==> src/rtl/bsr_pkg.sv <==
// Shared definitions for the barrel-shift datapath family: default width,
// shift-direction encoding and the serialiser state type.
package bsr_pkg;

    localparam int unsigned BSR_WIDTH = 16;

    localparam logic DIR_LEFT  = 1'b0;
    localparam logic DIR_RIGHT = 1'b1;

    typedef enum logic {
        IDLE  = 1'b0,
        SHIFT = 1'b1
    } bsr_piso_state_t;

endpackage

==> src/rtl/bsr_piso.sv <==
// Parallel-in serial-out transmitter: takes a word over valid/ready and emits
// it one bit per accepted beat, MSB-first or LSB-first per word.
module bsr_piso
    import bsr_pkg::*;
#(
    parameter int unsigned WIDTH = BSR_WIDTH
) (
    input  logic             clk,
    input  logic             rst,
    input  logic [WIDTH-1:0] din,
    input  logic             shiftdr,
    input  logic             din_valid,
    output logic             din_ready,
    output logic             sout,
    output logic             sout_valid,
    output logic             sout_last,
    input  logic             sout_ready
);

    localparam int unsigned CW = $clog2(WIDTH);
    localparam logic [CW-1:0] CntLast = CW'(WIDTH - 1);

    bsr_piso_state_t state_q, state_d;
    logic [WIDTH-1:0] shreg_q, shreg_d;
    logic [CW-1:0]    cnt_q, cnt_d;
    logic             dir_q, dir_d;

    logic load;
    logic beat;

    // Output side depends only on registered state.
    always_comb begin
        sout_valid = (state_q == SHIFT);
        sout_last  = sout_valid && (cnt_q == CntLast);
        sout       = 1'b0;
        if (sout_valid) begin
            sout = (dir_q == DIR_RIGHT) ? shreg_q[0] : shreg_q[WIDTH-1];
        end
    end

    // Reload is allowed only as the last bit leaves, so words run back-to-back.
    assign din_ready = (state_q == IDLE) || (sout_last && sout_ready);
    assign load      = din_valid && din_ready;
    assign beat      = sout_valid && sout_ready;

    always_comb begin
        state_d = state_q;
        shreg_d = shreg_q;
        cnt_d   = cnt_q;
        dir_d   = dir_q;
        if (load) begin
            shreg_d = din;
            dir_d   = shiftdr;
            cnt_d   = '0;
            state_d = SHIFT;
        end else if (beat) begin
            shreg_d = (dir_q == DIR_RIGHT) ? (shreg_q >> 1) : (shreg_q << 1);
            if (sout_last) begin
                cnt_d   = '0;
                state_d = IDLE;
            end else begin
                cnt_d = cnt_q + CW'(1);
            end
        end
    end

    always_ff @(posedge clk) begin
        if (rst) begin
            state_q <= IDLE;
            shreg_q <= '0;
            cnt_q   <= '0;
            dir_q   <= DIR_LEFT;
        end else begin
            state_q <= state_d;
            shreg_q <= shreg_d;
            cnt_q   <= cnt_d;
            dir_q   <= dir_d;
        end
    end

endmodule

==> config.mk <==
export PLATFORM = sky130hd
export DESIGN_NAME = bsr_piso
export DESIGN_NICKNAME = d
export VERILOG_FILES = /design/src/rtl/bsr_pkg.sv /design/src/rtl/bsr_piso.sv
export SDC_FILE = /design/constraint.sdc
export NUM_CORES = 1
export LEC_CHECK = 0
export CELL_PAD_IN_SITES_DETAIL_PLACEMENT = 2
export CELL_PAD_IN_SITES_GLOBAL_PLACEMENT = 2
export CORE_MARGIN = 2
export CORE_UTILIZATION = 30
export CTS_BUF_LIST = sky130_fd_sc_hd__clkbuf_4 sky130_fd_sc_hd__clkbuf_8
export CTS_CLUSTER_SIZE = 30
export DETAILED_ROUTE_END_ITERATION = 12
export GPL_TIMING_DRIVEN = 0
export PLACE_DENSITY_LB_ADDON = 0.1
export SLEW_MARGIN = 20
export SYNTH_ARGS = -nofsm -noshare
export SYNTH_HDL_FRONTEND = slang
export SYNTH_SLANG_ARGS = --single-unit
==> constraint.sdc <==
create_clock -name clk -period 2 [get_ports clk]
set_input_delay 0.2 -clock clk [delete_from_list [all_inputs] [get_ports clk]]
set_output_delay 0.2 -clock clk [all_outputs]
set_load 0.01 [all_outputs]
==> results.json, run 1 <==
{
  "synthesis.area_mm2": 0.00128,
  "gp_congestion": 0.719,
  "n_antenna_cell": 0,
  "drive_gt1_frac": 0.228,
  "muxShareOfSynthArea": 0.147,
  "row_count": 23,
  "clkLatencyLatePin_ns": 0.26,
  "start_util": 0.315,
  "min_to": "cnt_q[3]$_SDFFE_PP0P_",
  "core_mm2": 0.00406,
  "slew_headroom": 0.639,
  "holdWs_ns": 0.268,
  "timing.rr.start": "cnt_q[0]$_SDFFE_PP0P_",
  "grt_pass1_wl_mm": 6.80,
  "wire_per_inst_um": 18.5,
  "cap_violations": 0,
  "via_per_inst": 5.34,
  "end_kind": "output port",
  "fin_cells": 217,
  "drt_iter0_drc": 19,
  "timing_hold_violations_final": 0,
  "synth_fp_nets": 162,
  "synthTopCellsByArea": "dfxtp_1 (34%), mux2_2 (12%), o221ai_1 (8.2%)",
  "clock-sinks": 22,
  "synth_top_area_share": 0.345,
  "critPathArrivalTime_ns": 1.66,
  "synth_seq_cells": 22,
  "ios": 25,
  "syn2layout_area_growth_pct": 28.5,
  "vias": 1159,
  "crit_slowest_cell": "clkdlybuf4s50_1",
  "setup_viol": 0,
  "clkTransAtPathRegs_ns": 0.08,
  "fp.dieW_um": 69.3,
  "synth_top_family_by_area": "compound AO/OA/AOI/OAI gates",
  "reg2reg_depth": 7,
  "place_hpwl_mm": 3.08,
  "synth_xor_area_frac": 0.0137,
  "clk_path_buf_depth": 2,
  "cts_tree": "done",
  "ys_types": 30,
  "timing.rr.end": "dir_q$_SDFFE_PP0P_",
  "htreeDepth": 1,
  "yosys_warnings": 0,
  "min_period_ns": 1.86,
  "fp.dieH_um": 69.3,
  "drtPass1Iterations": 4,
  "grt_usage": 0.178,
  "yosysTopAreaCell": "dfxtp_1",
  "die_area_mm2": 0.00480,
  "synth-seq-area-share": 0.345,
  "min_path_type": "input pin to flip-flop",
  "antenna_found_initial": 0,
  "ir_drop_uv": 271,
  "critPathKind": "flip-flop to output port",
  "tightest_slew_ns": 0.542,
  "port_buffers": 24,
  "r2r_slack_ns": 0.34,
  "dp.cells": 214,
  "grt_max_degree": 19,
  "clockRootBuffer": "clkbuf_8",
  "powerDensity_mw_per_mm2": 614,
  "grt_pass1_vias": 1327,
  "cp.required_ns": 1.80,
  "crit_chain": "and4_1, clkdlybuf4s50_1",
  "rsz0062_at_grt": "no",
  "p_leak_nw": 0.584,
  "avgSynthCellArea_um2": 9.12,
  "skew_ns": 0.00329,
  "drc_errors": 0,
  "min_path_cells": 2,
  "synth-compound-area-share": 0.229,
  "final_antenna_net_count": 0,
  "cp_max_fo": 9,
  "yosys.area_share.simple": 0.179,
  "slew_viol_final": 0,
  "status": "finished, final reports clean",
  "final_cell_mix": "clkdlybuf4s50_1 (22), dfxtp_1 (20), a21oi_1 (16)",
  "cp-start-kind": "flip-flop",
  "cts_inserted_buffers": 3,
  "hold_buffers": 0,
  "max_freq_mhz": 536,
  "synthAdderAreaFrac": 0.00979,
  "grt_overflow_total": 0,
  "period_share": 0.932,
  "nets": 191,
  "slowest_delay_ns": 0.56,
  "synthCells": 140,
  "layout_commonest_cell": "clkdlybuf4s50_1",
  "setup_tns_ns": 0,
  "hold_path_startpoint": "sout_ready",
  "routed_wl_mm": 4.01
}
critical path, delay by kind of cell (launching register included):
kind                   cells  cell delay [ns]
flip-flops                 1             0.52
AND/OR/NAND/NOR            1             0.33
buffers and inverters      1             0.56
stage by stage:
| step | setup slack (ns) | cell area, µm² | utilization | power, mW |
|---|---|---|---|---|
| floorplan | 0.576 | 1280 | - | 0.643 |
| global placement | -0.274 | 1580 | 0.389 | 0.733 |
| detailed placement | -0.345 | 1580 | 0.389 | 0.746 |
| CTS | 0.0203 | 1630 | 0.402 | 1.03 |
| global route | 0.0539 | 1640 | 0.405 | 1.07 |
| finish | 0.135 | 1640 | 0.405 | 1.01 |
cells by family (layout without fill, tap and decap cells):
group,count (synthesis),after routing
AND/OR/NAND/NOR,45,45
XOR/XNOR,2,2
flip-flops,22,22
buffers and inverters,16,43
adder cells (fa/ha/maj),1,1
multiplexers,17,17
AO/OA/AOI/OAI,37,37
metal layers:
layer  part of all wire  vias up  track usage
li1                   -      564            -
met1               0.43      581        0.205
met2               0.54       12        0.345
met3              0.020        2       0.0247
met4             0.0060        0       0.0392
met5                  0        -            0
cells in the mapped netlist:
| master | n |
|---|---|
| and4_1 | 1 |
| inv_1 | 4 |
| dfxtp_1 | 22 |
| buf_6 | 3 |
| nand2_1 | 14 |
| ha_1 | 1 |
| a21oi_1 | 16 |
| clkbuf_2 | 1 |
| a211oi_1 | 1 |
| mux2i_1 | 3 |
| nand4_1 | 1 |
| o21ai_2 | 1 |
| buf_2 | 2 |
| nand3_1 | 2 |
| nor2_1 | 5 |
| buf_4 | 3 |
| o21a_1 | 1 |
| clkbuf_1 | 3 |
| a21oi_2 | 1 |
| a2111oi_2 | 3 |
| mux2_2 | 14 |
| o221ai_2 | 2 |
| o221ai_1 | 12 |
| and2_1 | 1 |
| nor3_1 | 4 |
| nand2b_1 | 14 |
| nor2b_1 | 2 |
| xnor2_1 | 1 |
| nand2_2 | 1 |
| xor2_1 | 1 |
worst max-delay path by stage:
stage               cells after the start                       to  slack [ns]               startpoint
global placement                        7                din_ready       -0.27               sout_ready
finish                                  2                sout_last        0.14  sout_valid$_SDFFE_PP0P_
floorplan                               7  shreg_q[1]$_SDFFE_PP0P_        0.58    cnt_q[0]$_SDFFE_PP0P_
global route                            2                sout_last        0.05  sout_valid$_SDFFE_PP0P_
detailed placement                      7                din_ready       -0.35               sout_ready
CTS                                     7                din_ready        0.02    cnt_q[0]$_SDFFE_PP0P_
sequential cells by signal (all words and copies together), names as in the netlist:
register and cells:
cnt_q 4, dir_q 1, shreg_q 16, sout_valid 1
what timing repair did:
item,4_1_cts,5_1_grt
buffers inserted,1,0
pin swaps,2,0
gates resized for setup,7,4
setup endpoints to repair,2,1
area by class of cell:
class,instances,area (µm²)
fill,448,2420
sequential,22,445
inverter,4,15.0
timing repair buffer,25,245
buffer,11,80.1
multi-input combinational,102,752
clock buffer,3,41.3
tap,50,62.6
power by group:
part | internal [mW] | leakage, nW | switching, mW
registers | 0.465 | 0.181 | 0.0248
logic | 0.122 | 0.382 | 0.117
clock network | 0.134 | 0.0216 | 0.143
No activity file was read; power rests on OpenSTA's default activity.
==> run 2, diff against run 1 <==
Settings changed: ABC_AREA from default to 1, CORE_UTILIZATION 30 to 28.
==> results.json, run 2 <==
{
  "status": "finished, final reports clean",
  "max_freq_mhz": 526,
  "min_path_type": "input pin to flip-flop",
  "setup_viol": 0,
  "p_leak_nw": 0.711,
  "nets": 254,
  "skew_ns": 0.00504,
  "wire_per_inst_um": 16.0,
  "synth_fp_nets": 226,
  "setup_ws_ns": 0.0991,
  "fillers": 580,
  "place_hpwl_mm": 3.47,
  "fp.dieW_um": 72.8,
  "grt_pass1_wl_mm": 7.82,
  "row_count": 25,
  "reg.largest.list": "shreg_q: 16 flops, cnt_q: 4 flops",
  "critPathKind": "flip-flop to output port",
  "clkTransAtPathRegs_ns": 0.08,
  "layout_commonest_cell": "nand2_1",
  "synth-seq-area-share": 0.332,
  "n_antenna_cell": 0,
  "start_util": 0.286,
  "die_area_mm2": 0.00530,
  "clock-sinks": 22,
  "gp_congestion": 0.779,
  "rsz0062_at_grt": "no",
  "drive_gt1_frac": 0.113,
  "cts_tree": "done",
  "period_share": 0.950,
  "dpl_worst_slack_ns": -0.112,
  "ios": 25,
  "core_mm2": 0.00463,
  "synthCells": 204,
  "clk_path_buf_depth": 2,
  "fp.dieH_um": 72.8,
  "grt_pass1_vias": 1673,
  "grt_usage": 0.189,
  "finish.utilization": 0.365,
  "synth_top_area_share": 0.332,
  "cp_max_fo": 3,
  "synth_common_cells": "nand2_1 (37), nor2_1 (35), o21ai_0 (30), dfxtp_1 (22), nand3_1 (18)",
  "synthFlopType": "dfxtp_1",
  "avgSynthCellArea_um2": 6.50,
  "vias": 1460,
  "min_period_ns": 1.90,
  "final_cell_mix": "nand2_1 (37), nor2_1 (35), o21ai_0 (30)",
  "largest_reg_flops": 16,
  "end_kind": "output port",
  "drtPass1Iterations": 4,
  "port_buffers": 23,
  "htreeDepth": 1,
  "holdWs_ns": 0.290,
  "cp.required_ns": 1.80,
  "powerDensity_mw_per_mm2": 669,
  "yosysTopAreaCell": "dfxtp_1",
  "via_per_inst": 5.12,
  "critPathArrivalTime_ns": 1.70,
  "ir_drop_uv": 227,
  "synthTopCellsByArea": "dfxtp_1 (33%), o21ai_0 (11%), nand2_1 (10%)",
  "drc_errors": 0,
  "yosysMostFrequentCell": "nand2_1",
  "routed_wl_mm": 4.57,
  "synth-edff-count": 0,
  "clkLatencyLatePin_ns": 0.27,
  "slew_headroom": 0.678,
  "grt_overflow_total": 0,
  "tightest_slew_ns": 0.483,
  "final_cell_area_mm2": 0.00169,
  "grt_max_degree": 17,
  "cap_violations": 0,
  "cp-start-kind": "flip-flop",
  "largest-register": "shreg_q",
  "ys_types": 21,
  "cts_inserted_buffers": 3,
  "postPlaceCellArea_mm2": 0.00162,
  "clockRootBuffer": "clkbuf_8",
  "setup_tns_ns": 0,
  "synth_seq_cells": 22,
  "synthesis.area_mm2": 0.00133,
  "async_reset_ff_frac": 0,
  "yosys_warnings": 0,
  "timing_hold_violations_final": 0,
  "drt_iter0_drc": 46,
  "final_antenna_net_count": 0,
  "slew_viol_final": 0,
  "antenna_found_initial": 0,
  "syn2layout_area_growth_pct": 27.3
}
run 2: per-stage QoR:
| stage | cells | power (mW) |
|---|---|---|
| after CTS | 285 | 1.15 |
| after global placement | 281 | 0.789 |
| after floorplan | 204 | 0.686 |
| after detailed placement | 281 | 0.804 |
| final | 285 | 1.13 |
| after global routing | 285 | 1.20 |
run 2: final timing paths:
path,endpoint,slack [ns],start,cells after the start
worst max-delay path,sout_last,0.1,cnt_q[1]$_SDFFE_PP0P_,4
worst min-delay path,sout_valid$_SDFFE_PP0P_,0.29,din_valid,3
worst max register to register,shreg_q[2]$_SDFFE_PP0P_,0.38,cnt_q[1]$_SDFFE_PP0P_,8
worst min register to register,cnt_q[1]$_SDFFE_PP0P_,0.51,cnt_q[1]$_SDFFE_PP0P_,2
run 2: power by group:
group | internal (mW) | total [mW] | switching [mW]
Sequential | 0.474 | 0.499 | 0.0253
Clock | 0.176 | 0.338 | 0.162
Combinational | 0.125 | 0.292 | 0.168
Total | 0.774 | 1.13 | 0.355
run 2: layout make-up:
| cell class | count | area (µm²) | area share |
|---|---|---|---|
| buffer | 13 | 88.8 | 0.0526 |
| clock buffer | 4 | 55.1 | 0.0326 |
| inverter | 14 | 57.6 | 0.0341 |
| multi-input combinational | 154 | 739 | 0.438 |
| sequential | 22 | 440 | 0.261 |
| tap | 54 | 67.6 | 0.0400 |
| timing repair buffer | 24 | 239 | 0.142 |
run 2: logic make-up after synthesis:
group	after synthesis	share of synthesized area
AOI/OAI and AO/OA	55	0.232
and+or+nand+nor	96	0.303
DFF	22	0.332
xor gates and xnor gates	2	0.0132
adders and majority gates	1	0.00943
buffers and inverters	28	0.110
run 2: critical path, stage by stage, from the launching register on:
cell and delay [ns]:
dfxtp_1 0.37, ha_1 0.21, nand3_2 0.14, nor2_1 0.16, clkdlybuf4s50_1 0.56
run 2: what timing repair did:
action / in CTS / in global routing
resized for setup: 3 / 1
endpoints found under the setup margin: 2 / 1
setup buffers: 1 / 0
hold buffers: 0 / 0
gates cloned: 0 / 0
pin swaps: 1 / 0
run 2: routing by layer:
| metal | vias up | part of all wire | global-route usage | wire length [µm] |
|---|---|---|---|---|
| met5 | - | 0 | 0 | 0 |
| met4 | 0 | 0.0094 | 0.0514 | 43 |
| met3 | 6 | 0.027 | 0.0166 | 123 |
| met2 | 19 | 0.50 | 0.341 | 2280 |
| met1 | 710 | 0.46 | 0.239 | 2130 |
| li1 | 725 | - | - | - |
==> run 3, diff against run 2 <==
Settings changed: SETUP_SLACK_MARGIN from default to 0.4.
==> results.json, run 3 (same netlist as run 2, synthesis figures left out) <==
{
  "period_share": 0.770,
  "place_hpwl_mm": 3.47,
  "min_path_type": "input pin to flip-flop",
  "clock-sinks": 22,
  "cp-start-kind": "flip-flop",
  "rsz0062_at_grt": "no",
  "fin_cells": 289,
  "p_leak_nw": 0.724,
  "cp_max_fo": 10,
  "min_period_ns": 1.54,
  "drc_errors": 0,
  "final_cell_mix": "nand2_1 (37), nor2_1 (34), o21ai_0 (30)",
  "wire_per_inst_um": 16.3,
  "clkTransAtPathRegs_ns": 0.08,
  "layout_commonest_cell": "nand2_1",
  "grt_usage": 0.197,
  "largest-register": "shreg_q",
  "r2r_slack_ns": 0.51,
  "die_area_mm2": 0.00530,
  "grt_pass1_wl_mm": 8.07,
  "finish.utilization": 0.378,
  "crit_buf_inv": 4,
  "clockRootBuffer": "clkbuf_8",
  "setup_ws_ns": 0.461,
  "fp.dieH_um": 72.8,
  "nets": 258,
  "skew_ns": 0.00627,
  "via_per_inst": 5.10,
  "critPathKind": "flip-flop to output port",
  "cts_tree": "done",
  "grt-busiest-layer": "met2",
  "cts_inserted_buffers": 3,
  "row_count": 25,
  "timing.rr.start": "cnt_q[1]$_SDFFE_PP0P_",
  "p_total_mw": 1.14,
  "grtUsageMet1": 0.243,
  "ios": 25,
  "critPathArrivalTime_ns": 1.34,
  "cap_violations": 0,
  "slew_headroom": 0.652,
  "final_antenna_net_count": 0,
  "tightest_slew_ns": 0.522,
  "drtPass1Iterations": 4,
  "powerDensity_mw_per_mm2": 654,
  "crit_start": "dir_q$_SDFFE_PP0P_",
  "gp_congestion": 0.779,
  "reg2reg_depth": 8,
  "timing_hold_violations_final": 0,
  "grt_pass1_vias": 1731,
  "syn2layout_area_growth_pct": 31.8,
  "n_antenna_cell": 0,
  "worstSetupEndpoint": "sout",
  "max_freq_mhz": 650,
  "fp.dieW_um": 72.8,
  "crit_slowest_cell": "dfxtp_1",
  "reg.largest.list": "shreg_q: 16 flops, cnt_q: 4 flops",
  "slew_viol_final": 0,
  "drt_iter0_drc": 46,
  "start_util": 0.286,
  "core_mm2": 0.00463,
  "setup_viol": 0,
  "drive_gt1_frac": 0.162,
  "dp.cells": 281,
  "status": "finished, final reports clean",
  "timing.rr.end": "shreg_q[2]$_SDFFE_PP0P_",
  "port_buffers": 23,
  "end_kind": "output port",
  "grt_overflow_total": 0,
  "cp_top_family": "buffers and inverters",
  "slowest_delay_ns": 0.31,
  "grt_max_degree": 13,
  "routed_wl_mm": 4.72,
  "dpl_worst_slack_ns": -0.112,
  "grt_use_met3": 0.0193,
  "crit_chain": "buf_6, inv_4, buf_8, o21ai_0, a21oi_1, buf_2",
  "cp.depth": 6,
  "vias": 1474,
  "ir_drop_uv": 232,
  "antenna_found_initial": 0,
  "clkLatencyLatePin_ns": 0.27,
  "cp.required_ns": 1.80,
  "htreeDepth": 1,
  "largest_reg_flops": 16,
  "met2_usage": 0.360,
  "clk_path_buf_depth": 2
}
==> run 3: worst min-delay path by stage <==
| stage | from | slack (ns) | depth (start not counted) | endpoint |
|---|---|---|---|---|
| floorplan | rst | 0.27 | 1 | dir_q$_SDFFE_PP0P_ |
| global placement | cnt_q[1]$_SDFFE_PP0P_ | 0.47 | 2 | cnt_q[1]$_SDFFE_PP0P_ |
| detailed placement | cnt_q[1]$_SDFFE_PP0P_ | 0.49 | 2 | cnt_q[1]$_SDFFE_PP0P_ |
| CTS | din_valid | 0.28 | 3 | sout_valid$_SDFFE_PP0P_ |
| global route | din_valid | 0.31 | 3 | sout_valid$_SDFFE_PP0P_ |
| finish | din_valid | 0.28 | 3 | sout_valid$_SDFFE_PP0P_ |
==> run 3: stage by stage <==
step	TNS (ns)	hold slack [ns]	instance area, µm²
3_5_place_dp	-0.112	0.492	1620
6_report	0	0.281	1750
5_1_grt	0	0.306	1750
3_3_place_gp	-0.0621	0.472	1620
4_1_cts	0	0.275	1730
2_1_floorplan	0	0.269	1330
==> run 3: layout make-up <==
| type | instances | area (µm²) |
|---|---|---|
| plain buffers | 14 | 111 |
| fillers | 573 | 2880 |
| multi-input cells | 154 | 762 |
| inverters | 14 | 55.1 |
| well taps | 54 | 67.6 |
| flip-flops and latches | 22 | 444 |
| clock buffers | 4 | 55.1 |
| repair buffers | 27 | 253 |
==> run 3: worst register-to-register path, cell delays in order, from the launching register on <==
cell and delay, ns:
dfxtp_2 0.36, ha_4 0.16, nand3_4 0.11, o21bai_4 0.19
buf_6 0.16, buf_6 0.16, a21oi_1 0.08, nor2_1 0.13
nor2_1 0.05
==> run 3: where the power goes <==
group | switching, mW | total [mW] | internal [mW]
combinational | 0.171 | 0.304 | 0.133
clock | 0.164 | 0.340 | 0.176
sequential | 0.0256 | 0.500 | 0.474
==> run 3: what timing repair did <==
item                       4_1_cts  5_1_grt
hold buffers                     0        0
buffers inserted                 4        0
hold endpoints to repair         0        0
gates resized for setup         19        7
setup endpoints to repair        5        8
pin swaps                        2        0
==> run 3: layer usage <==
layer	part of all wire	vias to the layer above	wire length (µm)
li1	-	732	-
met1	0.46	716	2170
met2	0.51	20	2390
met3	0.024	6	114
met4	0.010	0	47
met5	0	-	0
